===== src/rtl/fetch_unit.sv =====
// fetch_unit: PC owner issuing imem fetches into a small FIFO for decode; FETCH_PERF_EN adds fetch/flush counters
module fetch_unit #(
    parameter int ADDR_WIDTH = 32,
    parameter int DATA_WIDTH = 32,
    parameter logic [ADDR_WIDTH-1:0] RESET_PC = '0,
    parameter int FIFO_DEPTH = 2
) (
    input  logic                  clk,
    input  logic                  rst,
    output logic                  imem_req,
    output logic [ADDR_WIDTH-1:0] imem_addr,
    input  logic                  imem_ack,
    input  logic [DATA_WIDTH-1:0] imem_rdata,
    input  logic                  pc_src,
    input  logic [ADDR_WIDTH-1:0] pc_target,
    output logic                  id_valid,
    input  logic                  id_ready,
    output logic [DATA_WIDTH-1:0] id_instr,
    output logic [ADDR_WIDTH-1:0] id_pc,
    output logic [6:0]            op,
    output logic [2:0]            funct3,
    output logic                  funct7_5
`ifdef FETCH_PERF_EN
    ,
    output logic [31:0]           perf_fetched,
    output logic [31:0]           perf_flushed
`endif
);
    localparam int PW = $clog2(FIFO_DEPTH);
    localparam int CW = PW + 1;
    localparam logic [DATA_WIDTH-1:0] NOP = DATA_WIDTH'(32'h0000_0013);

    typedef enum logic [1:0] {BOOT, FETCH, FULL, DRAIN} state_t;

    state_t                state, state_nxt;
    logic [ADDR_WIDTH-1:0] pc, hold_addr;
    logic [ADDR_WIDTH-1:0] pc_mem [FIFO_DEPTH];
    logic [DATA_WIDTH-1:0] instr_mem [FIFO_DEPTH];
    logic [PW-1:0]         wr_ptr, rd_ptr;
    logic [CW-1:0]         count;
    logic                  push, pop, unused_bits;

    assign unused_bits = ^pc_target[1:0];
    assign push      = state == FETCH && imem_ack && !pc_src;
    assign pop       = id_valid && id_ready && !pc_src;
    assign imem_req  = state == FETCH || state == DRAIN;
    assign imem_addr = state == DRAIN ? hold_addr : pc;
    assign id_valid  = count != '0;
    assign id_instr  = id_valid ? instr_mem[rd_ptr] : NOP;
    assign id_pc     = id_valid ? pc_mem[rd_ptr] : '0;
    assign op        = id_instr[6:0];
    assign funct3    = id_instr[14:12];
    assign funct7_5  = id_instr[30];

    // next state: redirect while waiting drains the stale request, a filling push parks in FULL
    always_comb begin
        state_nxt = state;
        case (state)
            BOOT:    state_nxt = FETCH;
            FETCH:   state_nxt = (pc_src && !imem_ack) ? DRAIN :
                                 (push && !pop && count == CW'(FIFO_DEPTH - 1)) ? FULL : FETCH;
            FULL:    state_nxt = (pc_src || pop || count < CW'(FIFO_DEPTH)) ? FETCH : FULL;
            DRAIN:   state_nxt = imem_ack ? FETCH : DRAIN;
            default: state_nxt = BOOT;
        endcase
    end

    // PC, held drain address and FIFO pointers; a redirect flushes and overrides push/pop
    always_ff @(posedge clk or negedge rst) begin
        if (!rst) begin
            state     <= BOOT;
            pc        <= RESET_PC;
            hold_addr <= RESET_PC;
            wr_ptr    <= '0;
            rd_ptr    <= '0;
            count     <= '0;
        end else begin
            state     <= state_nxt;
            pc        <= pc_src ? {pc_target[ADDR_WIDTH-1:2], 2'b00} : push ? pc + ADDR_WIDTH'(4) : pc;
            hold_addr <= state == DRAIN ? hold_addr : pc;
            wr_ptr    <= pc_src ? '0 : wr_ptr + PW'(push);
            rd_ptr    <= pc_src ? '0 : rd_ptr + PW'(pop);
            count     <= pc_src ? '0 : count + CW'(push) - CW'(pop);
        end
    end

    // FIFO storage needs no reset; count alone defines which entries are live
    always_ff @(posedge clk) begin
        if (push) begin
            pc_mem[wr_ptr]    <= pc;
            instr_mem[wr_ptr] <= imem_rdata;
        end
    end

`ifdef FETCH_PERF_EN
    logic dropped;
    assign dropped = imem_ack && ((state == FETCH && pc_src) || state == DRAIN);

    // fetched counts pushes; flushed counts discarded entries plus discarded responses
    always_ff @(posedge clk or negedge rst) begin
        if (!rst) begin
            perf_fetched <= '0;
            perf_flushed <= '0;
        end else begin
            perf_fetched <= perf_fetched + 32'(push);
            perf_flushed <= perf_flushed + (pc_src ? 32'(count) : 32'd0) + 32'(dropped);
        end
    end
`endif
endmodule


===== config.mk =====
export PLATFORM = sky130hd
export DESIGN_NAME = fetch_unit
export DESIGN_NICKNAME = d
export VERILOG_FILES = /design/src/rtl/fetch_unit.sv
export SDC_FILE = /design/constraint.sdc
export NUM_CORES = 1
export LEC_CHECK = 0
export CAP_MARGIN = 10
export CORE_ASPECT_RATIO = 0.5
export CORE_MARGIN = 2
export CORE_UTILIZATION = 51
export DETAILED_ROUTE_END_ITERATION = 16
export PLACE_DENSITY = 0.84
export SKIP_CTS_REPAIR_TIMING = 1
export SYNTH_ARGS = -nofsm -noshare
export SYNTH_HDL_FRONTEND = slang
export SYNTH_SLANG_ARGS = --single-unit

===== constraint.sdc =====
create_clock -name clk -period 3.5 [get_ports clk]
set_input_delay 0.35 -clock clk [delete_from_list [all_inputs] [get_ports clk]]
set_output_delay 0.35 -clock clk [all_outputs]
set_load 0.005 [all_outputs]

## Word-level counts from Yosys, hierarchy flattened

Memory sizes are Yosys's and may differ from the RTL's.
Cells that the tools add are included.

- Register bits after elaboration: 70
- Latch bits: 0
- RAM bits: 128
- ROM bits: 0
- Memories: 2

Memory list:

| memory | words | bits a word | read ports | clocked after memory_dff | wr ports | line | source |
|---|---|---|---|---|---|---|---|
| instr_mem | 2 | 32 | 1 | 0 | 1 | 38 | `logic [DATA_WIDTH-1:0] instr_mem [FIFO_DEPTH];` |
| pc_mem | 2 | 32 | 1 | 0 | 1 | 37 | `logic [ADDR_WIDTH-1:0] pc_mem [FIFO_DEPTH];` |

- $add $sub $neg: 5
- Multiply operators: 0
- Div/mod/pow operators: 0
- $lt $le $gt $ge: 1
- Eq/ne operators: 4
- Shifts and indexed selects: 0
- Mux-type cells: 15
- Bitwise gates (word level): 0
- Reduce and logical (&&, ||, !) cells: 16

Operators with widths:

| kind | number |
|---|---|
| $mux 32 | 5 |
| $add 32x3->32 const B | 1 |
| $mux 2 | 5 |
| $pmux 2 s4 | 1 |
| $logic_and 1x1->1 | 7 |
| $eq 2x1->1 const B | 2 |
| $eq 2x2->1 const B | 2 |
| $mux 1 | 4 |
| $reduce_bool 2->1 | 2 |
| $logic_not 1->1 | 3 |
| $logic_or 1x1->1 | 3 |
| $add 1x1->1 | 2 |
| $add 2x1->2 | 1 |
| $logic_not 2->1 | 1 |
| $lt 2x2->1 const B | 1 |
| $sub 2x1->2 | 1 |

## Depth between registers and ports, before layout

- Word-level depth: 9
- Depth in mapped cells: 10

## Least setup slack after synthesis

No wires, ideal clock.

- Path kind: reg-to-reg
- From: register state[1]
- To: memory instr_mem[1][0], enable pin
- Setup time: 427 ps
- Data arrival time: 2,667 ps
- Required time: 3,073 ps
- Slack: 406 ps
- Cell stages (with the launch flop): 5
- Path buffers: 1
- Period minus slack after synthesis: 3,094 ps
- Cells stage by stage: dfrtp_1 nand3b_2 buf_1 nor2_1 ha_1

- Cells in the longest elaborated chain, start to end: 5

Ends and longest elaborated chain:

| element | line | source |
|---|---|---|
| start: declaration | 35 | `state_t state, state_nxt;` |
| start signal: assignment | 78 | `state <= state_nxt;` |
| $eq 2x1->1 | 44 | `assign push = state == FETCH && imem_ack && !pc_src;` |
| $logic_and 1x1->1 (2 in a row) | 44 |  |
| $mux 1 | 89 | `if (push) begin` |
| $mux 1 (not written as such) | 91 | `instr_mem[wr_ptr] <= imem_rdata;` |
| end: declaration | 38 |  |

No other way between the ends.

## Worst setup path after layout

- From: register state[0]
- To: output imem_addr[31]

- Cells in the longest elaborated chain, start to end: 2

Ends and longest elaborated chain:

| element | line | source |
|---|---|---|
| $eq 2x2->1 | 47 | `assign imem_addr = state == DRAIN ? hold_addr : pc;` |
| $mux 32 | n/a |  |
| end: declaration | 11 | `output logic [ADDR_WIDTH-1:0] imem_addr,` |

No other way between the ends.

==> flow_summary.json <==
{
  "outcome": "finished, final reports clean",
  "start_util_pct": 52.2,
  "slew_violations": 0,
  "clock_skew_ps": 11.1,
  "fmax_mhz": 354,
  "layout-drive-gt1-share_pct": 10.8,
  "yosysMostFrequentCell": "edfxtp_1",
  "io_pins": 178,
  "firstDrtPassIters": 5,
  "nFillCells": 1054,
  "core.rowCount": 32,
  "root_buffer": "clkbuf_16",
  "required_ps": 3150,
  "whs_ps": 34.1,
  "synth.area.top_cells": "edfxtp_1 46%, dfrtp_1 21%, mux2i_1 7.9%",
  "yosysSeqAreaShare_pct": 67.6,
  "cp.arrival_ps": 2480,
  "internal_power_w": 0.00426,
  "setup_viol_count_final": 0,
  "switching_share_pct": 25.0,
  "dieArea_sq_um": 16800,
  "synth_top_area_share_pct": 46.4,
  "grtUsageTotal_pct": 21.4,
  "p_comb_share_pct": 18.1,
  "ys_warn_count": 0,
  "maxSlewHeadroom_pct": 42.4,
  "clkSinkCount": 192,
  "p_seq_share_pct": 47.9,
  "htree_levels": 4,
  "synth_cells": 589,
  "ys_types": 38,
  "synth_area_sq_um": 8020,
  "min_period_over_period_pct": 80.8,
  "ys_ff_latch": 192,
  "finalHoldViolCount": 0,
  "die_h_microns": 92.7,
  "synth_edf_count": 124,
  "cts_buffers": 17,
  "clk_latency_ps": 420,
  "drv_cap": 0,
  "cp-start-kind": "flop",
  "yosys.area.top_type": "edfxtp_1",
  "async_flop_share_pct": 35.4,
  "viasPerCell": 5.49,
  "power_density_nw_per_um2": 540,
  "vias": 5302,
  "worstHoldPathType": "input port to async pin",
  "grt_pass1_wl_mm": 27.7,
  "routed_wl_mm": 17.2,
  "rsz0062_at_grt": "no",
  "nNetsFinal": 824,
  "switchingPower_w": 0.00142,
  "first_global_vias": 5418,
  "synth-main-ff-cell": "edfxtp_1",
  "worst_slew_pin_slew_ps": 864,
  "syn_to_final_growth_pct": 30.9,
  "die_x_microns": 181,
  "ant_nets": 0,
  "cts_max_path_buffers": 2,
  "overflow": 0,
  "hpwl_mm": 11.5,
  "gp_congestion": 0.847,
  "ir_drop_mv": 0.329,
  "crit_path_end_kind": "output pin",
  "drt-initial-drc-count": 272,
  "finalSetupTns_ps": 0,
  "synth_commonest_cells": "124 x edfxtp_1, 87 x nor2_1, 68 x dfrtp_1",
  "pwr-share-clk_pct": 34.0,
  "min_period_ps": 2830,
  "avgSynthCellArea_sq_um": 13.6,
  "drc": 0,
  "routedWlPerCell_microns": 17.8,
  "core_sq_um": 15400,
  "path_class": "flop to output pin",
  "clk_pin_slew_ps": 70,
  "cts_tree": "done",
  "num_antenna_cells": 0,
  "crit_path_max_fanout": 11,
  "antenna_found_initial": 0,
  "grt_max_degree": 39,
  "numPortBuffers": 173,
  "leakagePower_nw": 3.68
}
-- power groups by stage --
| stage | clock (W) | combinational, W | sequential, W |
|---|---|---|---|
| after global routing | 0.00206 | 0.00111 | 0.00274 |
| final | 0.00193 | 0.00102 | 0.00272 |
| after floorplan | 0 | 0.000496 | 0.00270 |
| after detailed placement | 0 | 0.00103 | 0.00276 |
| after global placement | 0 | 0.00101 | 0.00275 |
| after CTS | 0.00197 | 0.00104 | 0.00272 |
-- final timing paths --
kind	slack (ps)	cells after the start	start	endpoint
setup / recovery	670	4	state[0]$_DFF_PN0_	imem_addr[31]
hold / removal	30	1	rst	hold_addr[3]$_DFF_PN0_
setup reg to reg	1000	4	state[1]$_DFF_PN0_	pc[25]$_DFFE_PN0N_
hold reg to reg	500	1	hold_addr[7]$_DFF_PN0_	hold_addr[7]$_DFF_PN0_
max in group asynchronous	2780	2	rst	hold_addr[24]$_DFF_PN0_
min in group clk	500	1	hold_addr[7]$_DFF_PN0_	hold_addr[7]$_DFF_PN0_
-- cell type report --
cell class,instances,area [sq um],area share (%)
inverter,13,48.8,0.465
tap,204,255,2.43
timing repair buffer,184,1850,17.6
sequential,192,5430,51.7
clock buffer,19,433,4.12
clock inverter,13,151,1.44
multi-input combinational,341,2340,22.3
-- through the flow --
| stage | instance area [sq um] | setup slack (ps) | cells | total power (W) | util (%) |
|---|---|---|---|---|---|
| 2_1_floorplan | 8030 | 406 | 590 | 0.00319 | - |
| 3_3_place_gp | 9920 | 798 | 934 | 0.00376 | 64.5 |
| 3_5_place_dp | 9920 | 711 | 934 | 0.00380 | 64.5 |
| 6_report | 10500 | 671 | 966 | 0.00567 | 68.3 |
| 4_1_cts | 10500 | 644 | 966 | 0.00572 | 68.3 |
| 5_1_grt | 10500 | 573 | 966 | 0.00591 | 68.3 |
-- cells by family after synthesis --
logic type	after synthesis	synth area share, %
flops	192	67.6
simple gates	176	10.4
mux	93	12.1
buf+inv	57	3.41
compound gates	49	3.85
xor+xnor	15	1.64
fa+ha+maj	6	0.936
other cells	1	0.0467
-- layer usage --
layer	up-vias	part of all wire (%)	routed length (microns)	global-route usage (%)
met5	-	0	0	0
met3	17	4.5	783	3.30
met1	2655	43	7360	27.3
met2	182	52	8900	37.6
li1	2448	-	-	-
met4	0	1.1	192	7.93
-- worst max-delay path, stage by stage, from the launching register on --
cell and delay [ps]:
dfrtp_1 470, nand2_1 450, buf_4 310, mux2_2 360, clkdlybuf4s50_1 470
-- sequential cells by signal, summed over array words and instances, names as in the netlist --
| register | flops |
|---|---|
| count | 2 |
| hold_addr | 32 |
| instr_mem | 64 |
| rd_ptr | 1 |
| wr_ptr | 1 |
| pc_mem | 60 |
| pc | 30 |
| state | 2 |
-- placed cells by master, fill, tap and decap left out, types with 3 or more instances in the layout --
cell	n
clkinvlp_4	4
or2_2	3
and4_1	3
buf_4	8
nand4_1	6
mux2_2	30
nor2_1	86
xnor2_1	12
o31ai_1	12
nand3_1	12
clkdlybuf4s50_1	172
o21ai_0	17
inv_1	13
a31oi_1	14
ha_1	4
nor2b_1	3
xor2_1	3
buf_12	3
inv_6	4
edfxtp_1	124
or4_1	14
dfrtp_1	67
nand2_1	28
nor4_1	7
mux2i_1	63
nor3_1	5
clkbuf_16	17
No activity file was read; power rests on OpenSTA's default activity.
